==> config.mk <==
export PLATFORM = sky130hd
export DESIGN_NAME = program_loader
export DESIGN_NICKNAME = d
export VERILOG_FILES = /design/src/rtl/loader_pkg.sv /design/src/rtl/loader_timeout.sv /design/src/rtl/program_loader.sv
export SDC_FILE = /design/constraint.sdc
export NUM_CORES = 1
export LEC_CHECK = 0
export CAP_MARGIN = 20
export CORE_ASPECT_RATIO = 1.5
export CORE_MARGIN = 2
export CORE_UTILIZATION = 40
export CTS_BUF_LIST = sky130_fd_sc_hd__clkbuf_8 sky130_fd_sc_hd__clkbuf_16
export DETAILED_ROUTE_END_ITERATION = 8
export RECOVER_POWER = 100
export SETUP_SLACK_MARGIN = 0.2
export SLEW_MARGIN = 10
export SYNTH_ARGS = -nofsm -noshare
export SYNTH_HDL_FRONTEND = slang
export SYNTH_SLANG_ARGS = --single-unit
==> constraint.sdc <==
create_clock -name clk -period 2.3 [get_ports clk]
set_clock_uncertainty 0.2 [all_clocks]
set_input_delay 0.23 -clock clk [delete_from_list [all_inputs] [get_ports clk]]
set_output_delay 0.23 -clock clk [all_outputs]
set_load 0.01 [all_outputs]
==> src/rtl/loader_pkg.sv <==
// Shared types and constants for the serial program loader.
// The CHECK state exists only when LOADER_CHECKSUM_EN is defined.
package loader_pkg;

    typedef enum logic [2:0] {
        IDLE,
        COUNT,
        HI,
        LO
`ifdef LOADER_CHECKSUM_EN
        ,
        CHECK
`endif
    } loader_state_t;

    localparam logic [7:0] START_BYTE = 8'h55;

endpackage

==> src/rtl/loader_timeout.sv <==
// Inter-byte watchdog: counts idle cycles while enabled and flags expiry
// once TIMEOUT_CYCLES cycles pass without a kick.
module loader_timeout #(
    parameter int TIMEOUT_CYCLES = 1000000
) (
    input  logic clk,
    input  logic reset,
    input  logic enable,
    input  logic kick,
    output logic expired
);

    localparam int CNT_W = $clog2(TIMEOUT_CYCLES + 1);

    logic [CNT_W-1:0] cnt;

    always_ff @(posedge clk or posedge reset) begin
        if (reset) begin
            cnt <= '0;
        end else if (!enable || kick) begin
            cnt <= '0;
        end else if (!expired) begin
            cnt <= cnt + CNT_W'(1);
        end
    end

    // Fires on the TIMEOUT_CYCLES-th silent cycle so the FSM leaves on that edge.
    assign expired = enable && !kick && (cnt == CNT_W'(TIMEOUT_CYCLES - 1));

endmodule

==> src/rtl/program_loader.sv <==
// Byte-stream program loader: 0x55, count, then HI/LO pairs written to program memory.
// Optional trailing XOR checksum byte is enabled by defining LOADER_CHECKSUM_EN.
module program_loader
    import loader_pkg::*;
#(
    parameter int ADDR_WIDTH     = 8,
    parameter int DATA_WIDTH     = 12,
    parameter int TIMEOUT_CYCLES = 1000000
) (
    input  logic                  clk,
    input  logic                  reset,
    input  logic                  rx_valid,
    input  logic [7:0]            rx_data,
    output logic                  program_write,
    output logic [ADDR_WIDTH-1:0] program_addr,
    output logic [DATA_WIDTH-1:0] program_cmd,
    output logic                  core_halt,
    output logic                  load_done,
    output logic                  load_error
);

    loader_state_t         state, state_nxt;
    logic [ADDR_WIDTH-1:0] addr_nxt;
    logic [ADDR_WIDTH-1:0] n, n_nxt;
    logic [3:0]            hi_nib, hi_nib_nxt;
    logic [DATA_WIDTH-1:0] cmd_nxt;
    logic                  wr_nxt;
    logic                  done_nxt;
    logic                  err_nxt;
    logic                  expired;
`ifdef LOADER_CHECKSUM_EN
    logic [7:0]            chk, chk_nxt;
`endif

    loader_timeout #(
        .TIMEOUT_CYCLES(TIMEOUT_CYCLES)
    ) u_timeout (
        .clk    (clk),
        .reset  (reset),
        .enable (state != IDLE),
        .kick   (rx_valid),
        .expired(expired)
    );

    // Halt stays high through the final write, whose cycle is already spent in IDLE.
    assign core_halt = (state != IDLE) || program_write;

    always_ff @(posedge clk or posedge reset) begin
        if (reset) begin
            state         <= IDLE;
            program_addr  <= '0;
            program_cmd   <= '0;
            program_write <= 1'b0;
            load_done     <= 1'b0;
            load_error    <= 1'b0;
            n             <= '0;
            hi_nib        <= '0;
`ifdef LOADER_CHECKSUM_EN
            chk           <= '0;
`endif
        end else begin
            state         <= state_nxt;
            program_addr  <= addr_nxt;
            program_cmd   <= cmd_nxt;
            program_write <= wr_nxt;
            load_done     <= done_nxt;
            load_error    <= err_nxt;
            n             <= n_nxt;
            hi_nib        <= hi_nib_nxt;
`ifdef LOADER_CHECKSUM_EN
            chk           <= chk_nxt;
`endif
        end
    end

    always_comb begin
        state_nxt  = state;
        addr_nxt   = program_addr;
        n_nxt      = n;
        hi_nib_nxt = hi_nib;
        cmd_nxt    = program_cmd;
        wr_nxt     = 1'b0;
        done_nxt   = 1'b0;
        err_nxt    = load_error;
`ifdef LOADER_CHECKSUM_EN
        chk_nxt    = chk;
`endif

        // Address advances once the write pulse has been presented.
        if (program_write) begin
            addr_nxt = program_addr + ADDR_WIDTH'(1);
        end

        if (expired) begin
            state_nxt = IDLE;
            err_nxt   = 1'b1;
        end else if (rx_valid) begin
            case (state)
                IDLE: begin
                    if (rx_data == START_BYTE) begin
                        state_nxt = COUNT;
                        err_nxt   = 1'b0;
                        addr_nxt  = '0;
                        n_nxt     = '0;
`ifdef LOADER_CHECKSUM_EN
                        chk_nxt   = '0;
`endif
                    end
                end
                COUNT: begin
                    // Zero wraps through the decrement, giving 2^ADDR_WIDTH writes.
                    n_nxt     = ADDR_WIDTH'(rx_data);
                    state_nxt = HI;
                end
                HI: begin
                    hi_nib_nxt = rx_data[3:0];
`ifdef LOADER_CHECKSUM_EN
                    chk_nxt    = chk ^ rx_data;
`endif
                    state_nxt  = LO;
                end
                LO: begin
                    cmd_nxt = DATA_WIDTH'({hi_nib, rx_data});
                    wr_nxt  = 1'b1;
                    n_nxt   = n - ADDR_WIDTH'(1);
`ifdef LOADER_CHECKSUM_EN
                    chk_nxt = chk ^ rx_data;
`endif
                    if (n == ADDR_WIDTH'(1)) begin
`ifdef LOADER_CHECKSUM_EN
                        state_nxt = CHECK;
`else
                        state_nxt = IDLE;
                        done_nxt  = 1'b1;
`endif
                    end else begin
                        state_nxt = HI;
                    end
                end
`ifdef LOADER_CHECKSUM_EN
                CHECK: begin
                    if (rx_data == chk) begin
                        done_nxt = 1'b1;
                    end else begin
                        err_nxt  = 1'b1;
                    end
                    state_nxt = IDLE;
                end
`endif
                default: state_nxt = IDLE;
            endcase
        end
    end

endmodule

---- Word level (Yosys, flattened, before mapping) ----
Cells that the tools add are included.
Widths: inputs -> output; s select.
word-level totals
  register bits after elaboration ......... 58
  output and inout port bits .............. 24
  logic and storage cells ................. 64
operators by class
  add/sub/neg operators ................... 3
  equality and inequality tests ........... 9
  mux-type cells .......................... 25
  bitwise operators ....................... 1
  reductions and logical operators ........ 17
operators by type and width
  cell                   count
  $mux 8                 6
  $mux 20                2
  $pmux 8 s3             1
  $add 20x1->20 const B  1
  $eq 20x20->1 const B   1
  $pmux 3 s4             1
  $mux 1                 11
  $mux 3                 3
  $reduce_and 3->1       3
  $add 8x1->8 const B    1
  $eq 8x1->1 const B     1
  $eq 8x7->1 const B     1
  $sub 8x1->8 const B    1
  $eq 3x2->1 const B     2
  $reduce_bool 2->1      3
  $reduce_bool 3->1      2
  $reduce_and 4->1       1
  $eq 3x1->1 const B     1
  $logic_not 3->1        1
  $ne 3x3->1 const B     1
  $logic_and 1x1->1      2
  $logic_not 1->1        2
  $logic_or 1x1->1       2
  $mux 2                 1
  4 further kinds        4

---- Depth between registers and ports, before layout ----
Gate-level depths: netlist of the first run.
  word-level depth ........................ 6
  gate-level depth with buffers ........... 6
  depth with buffers taken out ............ 6

---- By module ----
A second synthesis of the first run with hierarchy kept.
unflattened totals
  cell total of the unflattened synthesis .. 279
  area, all modules ....................... 2965.3 um^2
modules (own cells, without submodules)
  module          instances  cells each  area each (um^2)  seq. area each (um^2)
  program_loader  1          169         1919.3            925.9
  loader_timeout  1          110         1046.0            500.5

---- Worst setup path after synthesis of the first run ----
No wires, ideal clock.
  kind .................................... reg-to-reg
  start ................................... reg u_timeout.cnt[7]
  end ..................................... reg state[1]
  arrival ................................. 1799 ps
  data required time ...................... 1980 ps
  slack ................................... 181 ps
  stages on the path, launching flop included .. 5
  path buffers ............................ 0
  clock period less this slack ............ 2119 ps
  cell sequence ........................... dfrtp_1 > or4b_2 > nor4_4 > nand2_1 > a31o_2
between the ends
  longest elaborated chain between the ends .. 4
  elaborated cells on any way between the ends .. 6
  classes of those cells .................. eq/ne: 2; mux: 1; reduce/logical: 3
RTL lines
  item                                                              RTL line              RTL
  start, declared                                                   loader_timeout.sv:15  logic [CNT_W-1:0] cnt;
  start signal, assigned                                            loader_timeout.sv:23  cnt <= cnt + CNT_W'(1);
  $eq 20x20->1 (*)                                                  loader_timeout.sv:28  assign expired = enable && !kick && (cnt == CNT_W'(TIMEOUT_CYCLES - 1));
  $logic_and 1x1->1 (*)                                             loader_timeout.sv:28
  $ne 3x3->1 (no source line) or $reduce_bool 2->1 (tied branches)  -
  $reduce_and 2->1 (no source line)                                 -
  end signal, assigned                                              program_loader.sv:62  state <= state_nxt;
  end, declared                                                     program_loader.sv:22  loader_state_t state, state_nxt;
Mark *: on every way between the ends. The rest lies on a longest branch, timed or not.
A chain may end at the register's enable or synchronous reset.

---- Final worst setup path of the first run ----
  start ................................... reg u_timeout.cnt[0]
  end ..................................... reg u_timeout.cnt[14]
between the ends
  longest elaborated chain between the ends .. 3
  elaborated cells on any way between the ends .. 6
  classes of those cells .................. add/sub: 1; eq/ne: 2; mux: 2; reduce/logical: 1
RTL lines
  item                                           RTL line
  $add 20x1->20 or $eq 20x20->1 (tied branches)  loader_timeout.sv:23, loader_timeout.sv:28
  $mux 20 or $logic_and 1x1->1 (tied branches)   loader_timeout.sv:22, loader_timeout.sv:28
  $mux 20 or $ne 2x1->1 (tied branches)          -
Parallel ways exist; a longest one is shown, timed or not. The select of a mux whose other input is x is not followed.

==> flow_summary.json, run 1 <==
{
  "status": "finished clean",
  "grt_pass1_wl_um": 10800,
  "p_int_mw": 2.56,
  "finalCriticalPeriod_ns": 2.10,
  "arrival_ns": 2.16,
  "path_max_fanout": 7,
  "p_clk_frac": 0.236,
  "cts_made_buffers": 9,
  "postRouteAntennaNets": 0,
  "syn_area_per_cell_um2": 10.3,
  "cts_hold_buf": 0,
  "antenna_found_initial": 0,
  "clk_latency_ns": 0.33,
  "slowest_stage": "or4_4",
  "switching_power_mw": 1.31,
  "slew_headroom": 0.515,
  "grt_max_degree": 58,
  "synth_edf_count": 0,
  "setup-violations-final": 0,
  "rsz0062_at_grt": "yes",
  "drtIter0Drc": 167,
  "cts_tree": "yes",
  "grt_overflow": 0,
  "viasPerCell": 5.46,
  "grt_pass1_vias": 2260,
  "fmax_mhz": 476,
  "finish.utilization": 0.532,
  "portBuffers": 34,
  "cts_sinks": 57,
  "drive_above_1_share": 0.217,
  "rows": 37,
  "path_clk_slew_ns": 0.06,
  "path_buf_inv": 0,
  "ir_worst_vdd_uv": 563,
  "final.fill_count": 624,
  "p_leak_nw": 1.50,
  "p_comb_frac": 0.356,
  "syn-cell-area_mm2": 0.00280,
  "min_period_over_period": 0.913,
  "cts_max_level": 3,
  "hp-class": "in2async",
  "syn_inst": 273,
  "synth_flop_cell": "dfrtp_1",
  "io_pins": 35,
  "pwr-share-seq": 0.408,
  "n_antenna_cell": 0,
  "ys_seq_area_frac": 0.510,
  "vias": 2262,
  "worst_r2r_path_depth": 5,
  "track_usage": 0.179,
  "dp_hpwl_um": 4420,
  "hold_viol_final": 0,
  "path_delay_family": "simple AND/OR/NAND/NOR gates",
  "cp-start-kind": "register",
  "final_common_cell": "dfrtp_1",
  "final_cell_mix": "55 x dfrtp_1, 24 x dlygate4sd3_1, 23 x o21ai_0, 20 x buf_4, 19 x nor2_1",
  "die_h_um": 106,
  "holdWs_ns": 0.204,
  "drv_cap": 0,
  "wl_per_cell_um": 15.2,
  "synth_seq_cells": 57,
  "dr.pass1.iters": 4,
  "required_ns": 2.36,
  "gp_congestion": 0.812,
  "power_density_mw_per_mm2": 1070,
  "die-area_mm2": 0.00770,
  "path_depth": 5,
  "synth_warnings": 0,
  "synth_cell_types": 46,
  "sw_frac_of_total": 0.339,
  "synth_nets": 288,
  "clockBufferDepth": 2,
  "die_x_um": 72.3,
  "layout.nets": 347,
  "async_flop_share": 1.00,
  "drc_errors": 0,
  "final.setup.tns_ns": 0,
  "total_power_mw": 3.88,
  "worst_pin_slew_ns": 0.727,
  "fp.coreArea_mm2": 0.00681,
  "start_util": 0.411,
  "endpoint_kind": "register",
  "cts_root_buf": "clkbuf_8",
  "critPathMaxStageDelay_ns": 0.56,
  "area_growth_pct": 29.4,
  "routed_wl_um": 6290,
  "slew_viol_final": 0,
  "path_class": "reg2reg",
  "cp_cell_sequence": "ha_4, nand3_2, or4_4, or3_1, a21oi_2"
}
per-layer routing:
layer  share of wire  vias to the layer above  GRT usage
met3           0.031                       10     0.0408
li1                -                     1104          -
met2            0.55                       38      0.313
met4           0.016                        0     0.0714
met5               0                        -          0
met1            0.41                     1110      0.206
logic make-up (layout without fill, tap and decap cells):
group                    Yosys count  in the layout  share of synthesized area
XOR/XNOR                          11             11                     0.0344
buffers and inverters             23             86                     0.0367
flip-flops                        57             57                      0.510
multiplexers                      19             19                     0.0751
adder cells (fa/ha/maj)            4              4                     0.0179
AND/OR/NAND/NOR                   98             98                      0.201
AO/OA/AOI/OAI                     61             61                      0.126
registers in the layout, indices dropped and copies added, names as in the netlist:
signal / cells
program_addr: 8
program_cmd: 12
n: 8
program_write: 1
hi_nib: 4
load_done: 1
u_timeout.cnt: 20
state: 2
load_error: 1
area by class of cell:
class	count	area (um^2)	share of cell area
inverters	12	45.0	0.0124
clock buffers	14	193	0.0532
repair buffers	59	529	0.146
flip-flops and latches	57	1430	0.395
well taps	78	97.6	0.0270
multi-input cells	193	1320	0.365
clock inverters	1	7.51	0.00207
tightest hold or removal path, cell delays in order:
cell and delay [ns]:
dlygate4sd3_1 0.53, inv_1 0.09, buf_12 0.27
worst paths after layout:
path                       slack [ns]                end              from
max in group asynchronous        1.41   u_timeout.cnt[1]             reset
hold reg to reg                  0.30               n[1]              n[1]
setup / recovery                 0.20  u_timeout.cnt[14]  u_timeout.cnt[0]
hold / removal                   0.20  u_timeout.cnt[12]             reset
min in group clk                 0.30               n[1]              n[1]
setup reg to reg                 0.20  u_timeout.cnt[14]  u_timeout.cnt[0]
through the flow:
stage	instance area [um^2]	cells	setup WS (ns)
final	3620	414	0.199
after global routing	3620	414	0.109
after CTS	3560	408	0.198
after detailed placement	3320	390	0.0618
after global placement	3320	390	0.0793
after floorplan	2810	273	0.209
timing repair:
action,4_1_cts,5_1_grt
setup buffers,3,6
resized for setup,5,14
pin swaps,2,6
endpoints found under the setup margin,10,10
power by group through the flow:
stage | clock network [mW] | registers (mW) | logic (mW)
4_1_cts | 0.942 | 1.59 | 1.47
3_3_place_gp | 0 | 1.59 | 1.44
2_1_floorplan | 0 | 1.62 | 0.806
6_report | 0.916 | 1.58 | 1.38
5_1_grt | 0.988 | 1.64 | 1.53
3_5_place_dp | 0 | 1.60 | 1.46
synth_stat cells (all sizes together), types with 7 or more instances:
cell,n,area (um^2)
inv,12,45.0
or3,10,67.6
mux2,16,180
o21ai,23,115
nand2,19,71.3
nor2b,8,50.1
nand3,9,45.0
a31oi,9,56.3
a21oi,17,85.1
dfrtp,57,1430
nor2,19,71.3
xnor2,8,70.1
clkbuf,7,26.3
nor3,9,45.0
Note: power is estimated with default switching activity, not from simulation.
==> run 2, diff against run 1 <==
--- a/config.mk
+++ b/config.mk
@@ -6,7 +6,6 @@
 export NUM_CORES = 1
 export LEC_CHECK = 0
 export CAP_MARGIN = 20
-export CORE_ASPECT_RATIO = 1.5
 export CORE_MARGIN = 2
 export CORE_UTILIZATION = 40
 export CTS_BUF_LIST = sky130_fd_sc_hd__clkbuf_8 sky130_fd_sc_hd__clkbuf_16
==> flow_summary.json, run 2 (synthesis gave the netlist of run 1 again) <==
{
  "cts_hold_buf": 0,
  "die_h_um": 87.7,
  "place_area_mm2": 0.00336,
  "vias": 2266,
  "wl_per_cell_um": 14.6,
  "viasPerCell": 5.25,
  "path_delay_family": "buffers and inverters",
  "gp_congestion": 0.819,
  "grt_pass1_vias": 2217,
  "top_usage_layer": "met2",
  "rsz0062_at_grt": "yes",
  "final_cell_mix": "50 x dfrtp_1, 27 x dlygate4sd3_1, 23 x o21ai_0, 19 x nand2_1, 19 x nor2_1",
  "use_met3": 0.0500,
  "path_clk_slew_ns": 0.07,
  "finalCriticalPeriod_ns": 2.14,
  "die_x_um": 87.7,
  "slowest_stage": "dlygate4sd3_1",
  "critPathMaxStageDelay_ns": 0.61,
  "dp_hpwl_um": 4380,
  "cts_max_level": 3,
  "path_class": "reg2out",
  "cp-start-kind": "register",
  "final_area_mm2": 0.00364,
  "clockBufferDepth": 2,
  "grt_overflow": 0,
  "cts_tree": "yes",
  "track_usage": 0.175,
  "area_growth_pct": 30.1,
  "rows": 30,
  "slew_viol_final": 0,
  "met2_usage": 0.276,
  "endpoint_kind": "output port",
  "drv_cap": 0,
  "hold_viol_final": 0,
  "path_buf_inv": 1,
  "postRouteAntennaNets": 0,
  "final_common_cell": "dfrtp_1",
  "fmax_mhz": 467,
  "arrival_ns": 1.71,
  "io_pins": 35,
  "required_ns": 1.87,
  "portBuffers": 34,
  "holdWs_ns": 0.243,
  "layout.nets": 346,
  "slew_headroom": 0.510,
  "status": "finished clean",
  "grt_pass1_wl_um": 10400,
  "start_util": 0.412,
  "dr.pass1.iters": 4,
  "drtIter0Drc": 106,
  "cts_root_buf": "clkbuf_8",
  "clk_latency_ns": 0.33,
  "drc_errors": 0,
  "path_max_fanout": 8,
  "largest_reg_flops": 20,
  "drive_above_1_share": 0.211,
  "setup-violations-final": 0,
  "p_leak_nw": 1.48,
  "ir_worst_vdd_uv": 575,
  "min_period_over_period": 0.931,
  "grt_max_degree": 29,
  "antenna_found_initial": 0,
  "worst_pin_slew_ns": 0.735,
  "cts_sinks": 57,
  "cts_made_buffers": 9,
  "fp.coreArea_mm2": 0.00679,
  "n_antenna_cell": 0,
  "reg.largest.list": "u_timeout.cnt: 20 flops, program_cmd: 12 flops",
  "final.fill_count": 639,
  "cp_cell_sequence": "or3_1, dlygate4sd3_1",
  "final.setup.tns_ns": 0,
  "routed_wl_um": 6310,
  "power_density_mw_per_mm2": 1110,
  "use_met1": 0.230,
  "die-area_mm2": 0.00768,
  "top_register": "u_timeout.cnt",
  "hp-class": "in2async"
}
==> run 2: per-layer routing <==
layer  vias up  wire [um]
li1       1106          -
met1      1095       2960
met2        54       2980
met3        11        273
met4         0         99
met5         -          0
==> run 2: layout make-up <==
type,instances,area [um^2],share of cell area
clock buffers,11,151,0.0416
clock inverters,5,78.8,0.0216
inverters,12,45.0,0.0124
multi-input cells,193,1320,0.363
flip-flops and latches,57,1440,0.394
well taps,96,120,0.0330
repair buffers,58,488,0.134
==> run 2: worst paths after layout <==
path	depth (start not counted)	slack [ns]	startpoint	endpoint
worst min register to register	2	0.30	n[1]	n[1]
worst max-delay path	2	0.16	program_write	core_halt
max in group asynchronous	3	0.48	reset	u_timeout.cnt[2]
worst max register to register	5	0.22	u_timeout.cnt[7]	u_timeout.cnt[1]
min in group clk	2	0.30	n[1]	n[1]
worst min-delay path	2	0.24	reset	program_addr[0]
==> run 2: power by group <==
group / switching, mW / leakage (nW) / internal, mW / total [mW]
combinational: 0.695 / 0.658 / 0.702 / 1.40
clock: 0.407 / 0.113 / 0.665 / 1.07
sequential: 0.253 / 0.706 / 1.32 / 1.58
total: 1.36 / 1.48 / 2.69 / 4.05
==> run 2: timing repair <==
| action | in CTS | in global routing |
|---|---|---|
| gates resized for setup | 6 | 11 |
| setup endpoints to repair | 11 | 9 |
| buffers inserted | 4 | 2 |
| pin swaps | 2 | 8 |
==> run 2: metrics by stage <==
step	setup WS (ns)	util	power, mW	instances
floorplan	0.209	-	2.43	273
global placement	0.128	0.494	3.02	410
detailed placement	0.0839	0.494	3.05	410
CTS	0.205	0.535	4.17	430
global route	0.111	0.536	4.32	432
finish	0.158	0.536	4.05	432
==> run 3, diff against run 2 <==
--- a/config.mk
+++ b/config.mk
@@ -5,6 +5,7 @@
 export SDC_FILE = /design/constraint.sdc
 export NUM_CORES = 1
 export LEC_CHECK = 0
+export ABC_AREA = 1
 export CAP_MARGIN = 20
 export CORE_MARGIN = 2
 export CORE_UTILIZATION = 40
@@ -12,7 +13,7 @@
 export DETAILED_ROUTE_END_ITERATION = 8
 export RECOVER_POWER = 100
 export SETUP_SLACK_MARGIN = 0.2
-export SLEW_MARGIN = 10
+export SLEW_MARGIN = 40
 export SYNTH_ARGS = -nofsm -noshare
 export SYNTH_HDL_FRONTEND = slang
 export SYNTH_SLANG_ARGS = --single-unit
==> flow_summary.json, run 3 <==
{
  "synth_nets": 422,
  "rr_startpoint": "u_timeout.cnt[0]",
  "cts_hold_buf": 0,
  "final_common_cell": "nand2_1",
  "syn_inst": 407,
  "holdWs_ns": 0.271,
  "routed_wl_um": 6840,
  "power_density_mw_per_mm2": 712,
  "hold_viol_final": 0,
  "p_leak_nw": 1.82,
  "area_growth_pct": 20.3,
  "min_period_over_period": 0.920,
  "vias": 2624,
  "slew_headroom": 0.443,
  "hp-class": "reg2reg",
  "yosys.area.top_type_share": 0.463,
  "cts_root_buf": "clkbuf_8",
  "async_flop_share": 1.00,
  "gp_congestion": 0.838,
  "wl_per_cell_um": 12.3,
  "rows": 31,
  "drive_above_1_share": 0.0591,
  "setup-violations-final": 0,
  "hold_end": "program_cmd[11]",
  "antenna_found_initial": 0,
  "min_from": "program_cmd[11]",
  "path_class": "reg2out",
  "synth.most_common_cell": "nand2_1",
  "grt_max_degree": 25,
  "r2r_slack_ns": 0.40,
  "clockBufferDepth": 2,
  "dr.pass1.iters": 4,
  "syn_area_per_cell_um2": 7.57,
  "cts_max_level": 3,
  "grt_overflow": 0,
  "yosysTopAreaCell": "dfrtp_1",
  "dp_hpwl_um": 5130,
  "synth_flop_cell": "dfrtp_1",
  "ir_worst_vdd_uv": 308,
  "synth_common_cells": "124 x nand2_1, 57 x dfrtp_1, 56 x inv_1",
  "holdPathStages": 2,
  "cts_sinks": 57,
  "synth_edf_count": 0,
  "total_power_mw": 2.64,
  "viasPerCell": 4.72,
  "track_usage": 0.180,
  "r2r_end": "u_timeout.cnt[16]",
  "syn-cell-area_mm2": 0.00308,
  "clk_latency_ns": 0.34,
  "fmax_mhz": 473,
  "rsz0062_at_grt": "no",
  "fp.coreArea_mm2": 0.00737,
  "drtIter0Drc": 99,
  "final_cell_mix": "126 x nand2_1, 59 x inv_1, 58 x nor2_1, 57 x dfrtp_1, 28 x o21ai_0",
  "arrival_ns": 1.69,
  "synth_seq_cells": 57,
  "die_h_um": 91.8,
  "cts_tree": "yes",
  "cts_made_buffers": 9,
  "reg.largest.list": "u_timeout.cnt: 20 flops, program_cmd: 12 flops",
  "worst_r2r_path_depth": 8,
  "status": "finished clean",
  "synth_cell_types": 28,
  "start_util": 0.418,
  "io_pins": 35,
  "slew_viol_final": 0,
  "worst_pin_slew_ns": 0.835,
  "finalCriticalPeriod_ns": 2.12,
  "drv_cap": 0,
  "largest_reg_flops": 20,
  "die_x_um": 91.8,
  "yosys-top-cells-area": "dfrtp_1 46%, nand2_1 15%, inv_1 6.8%",
  "path_max_fanout": 6,
  "postRouteAntennaNets": 0,
  "portBuffers": 34,
  "required_ns": 1.87,
  "path_clk_slew_ns": 0.06,
  "ys_seq_area_frac": 0.463,
  "synth_warnings": 0,
  "drc_errors": 0,
  "n_antenna_cell": 0,
  "grt_pass1_wl_um": 11900,
  "die-area_mm2": 0.00842,
  "endpoint_kind": "output port",
  "postCtsSetupRepairBufs": 0,
  "layout.nets": 467,
  "cp-start-kind": "register",
  "top_register": "u_timeout.cnt",
  "final.setup.tns_ns": 0,
  "grt_pass1_vias": 2530,
  "cts_resized": 0
}
-- run 3: cell count changes in the layout (fill, tap and decap cells not counted), moves of 7 or more --
cell	change
nand2_1	+107
xnor2_1	-7
dfrtp_1	+7
nor2b_1	-8
nand3_1	+16
buf_4	-12
dfrtp_2	-7
a31oi_1	-7
mux2_2	-16
nor2_1	+39
a21oi_1	-9
inv_1	+46
-- run 3: kinds of logic after synthesis --
kind of cell / Yosys count / synth area share
xor+xnor: 10 / 0.0284
buf+inv: 63 / 0.0845
fa+ha+maj: 4 / 0.0162
simple gates: 230 / 0.325
flops: 57 / 0.463
compound gates: 43 / 0.0829
-- run 3: worst max-delay path, stage by stage (launching register included) --
cell	delay (ns)
dfrtp_1	0.47
nor2_4	0.19
nand2_1	0.08
dlygate4sd3_1	0.61
-- run 3: how the worst max path moves through the flow --
stage / from / slack (ns) / to / cells past startpoint
2_1_floorplan: reset / 0.47 / hi_nib[0] / 1
3_3_place_gp: rx_data[1] / 0.30 / n[7] / 11
3_5_place_dp: rx_data[2] / 0.25 / n[5] / 10
4_1_cts: state[1] / 0.25 / core_halt / 3
5_1_grt: state[0] / 0.14 / core_halt / 3
6_report: state[0] / 0.18 / core_halt / 3
-- run 3: where the power goes --
group | leakage (nW) | switching (mW) | internal, mW
clock | 0.124 | 0.420 | 0.743
sequential | 0.766 | 0.0567 | 1.08
combinational | 0.935 | 0.212 | 0.130
-- run 3: final cells by class --
type | instances | area, um^2
fillers | 770 | 3660
multi-input cells | 287 | 1330
clock buffers | 10 | 138
flip-flops and latches | 57 | 1430
repair buffers | 38 | 360
inverters | 59 | 221
well taps | 99 | 124
clock inverters | 6 | 106
-- run 3: metal layers --
metal,share of wire,GRT usage
met3,0.035,0.0386
met5,0,0
met1,0.51,0.248
met4,0.011,0.0784
met2,0.44,0.272
-- run 3: stage by stage --
stage          cells  instance area, um^2  setup slack, ns   util
2_1_floorplan    407                 3080            0.470      -
3_3_place_gp     540                 3550            0.305  0.481
3_5_place_dp     540                 3550            0.248  0.481
4_1_cts          556                 3790            0.246  0.515
5_1_grt          556                 3710            0.137  0.503
6_report         556                 3710            0.185  0.503
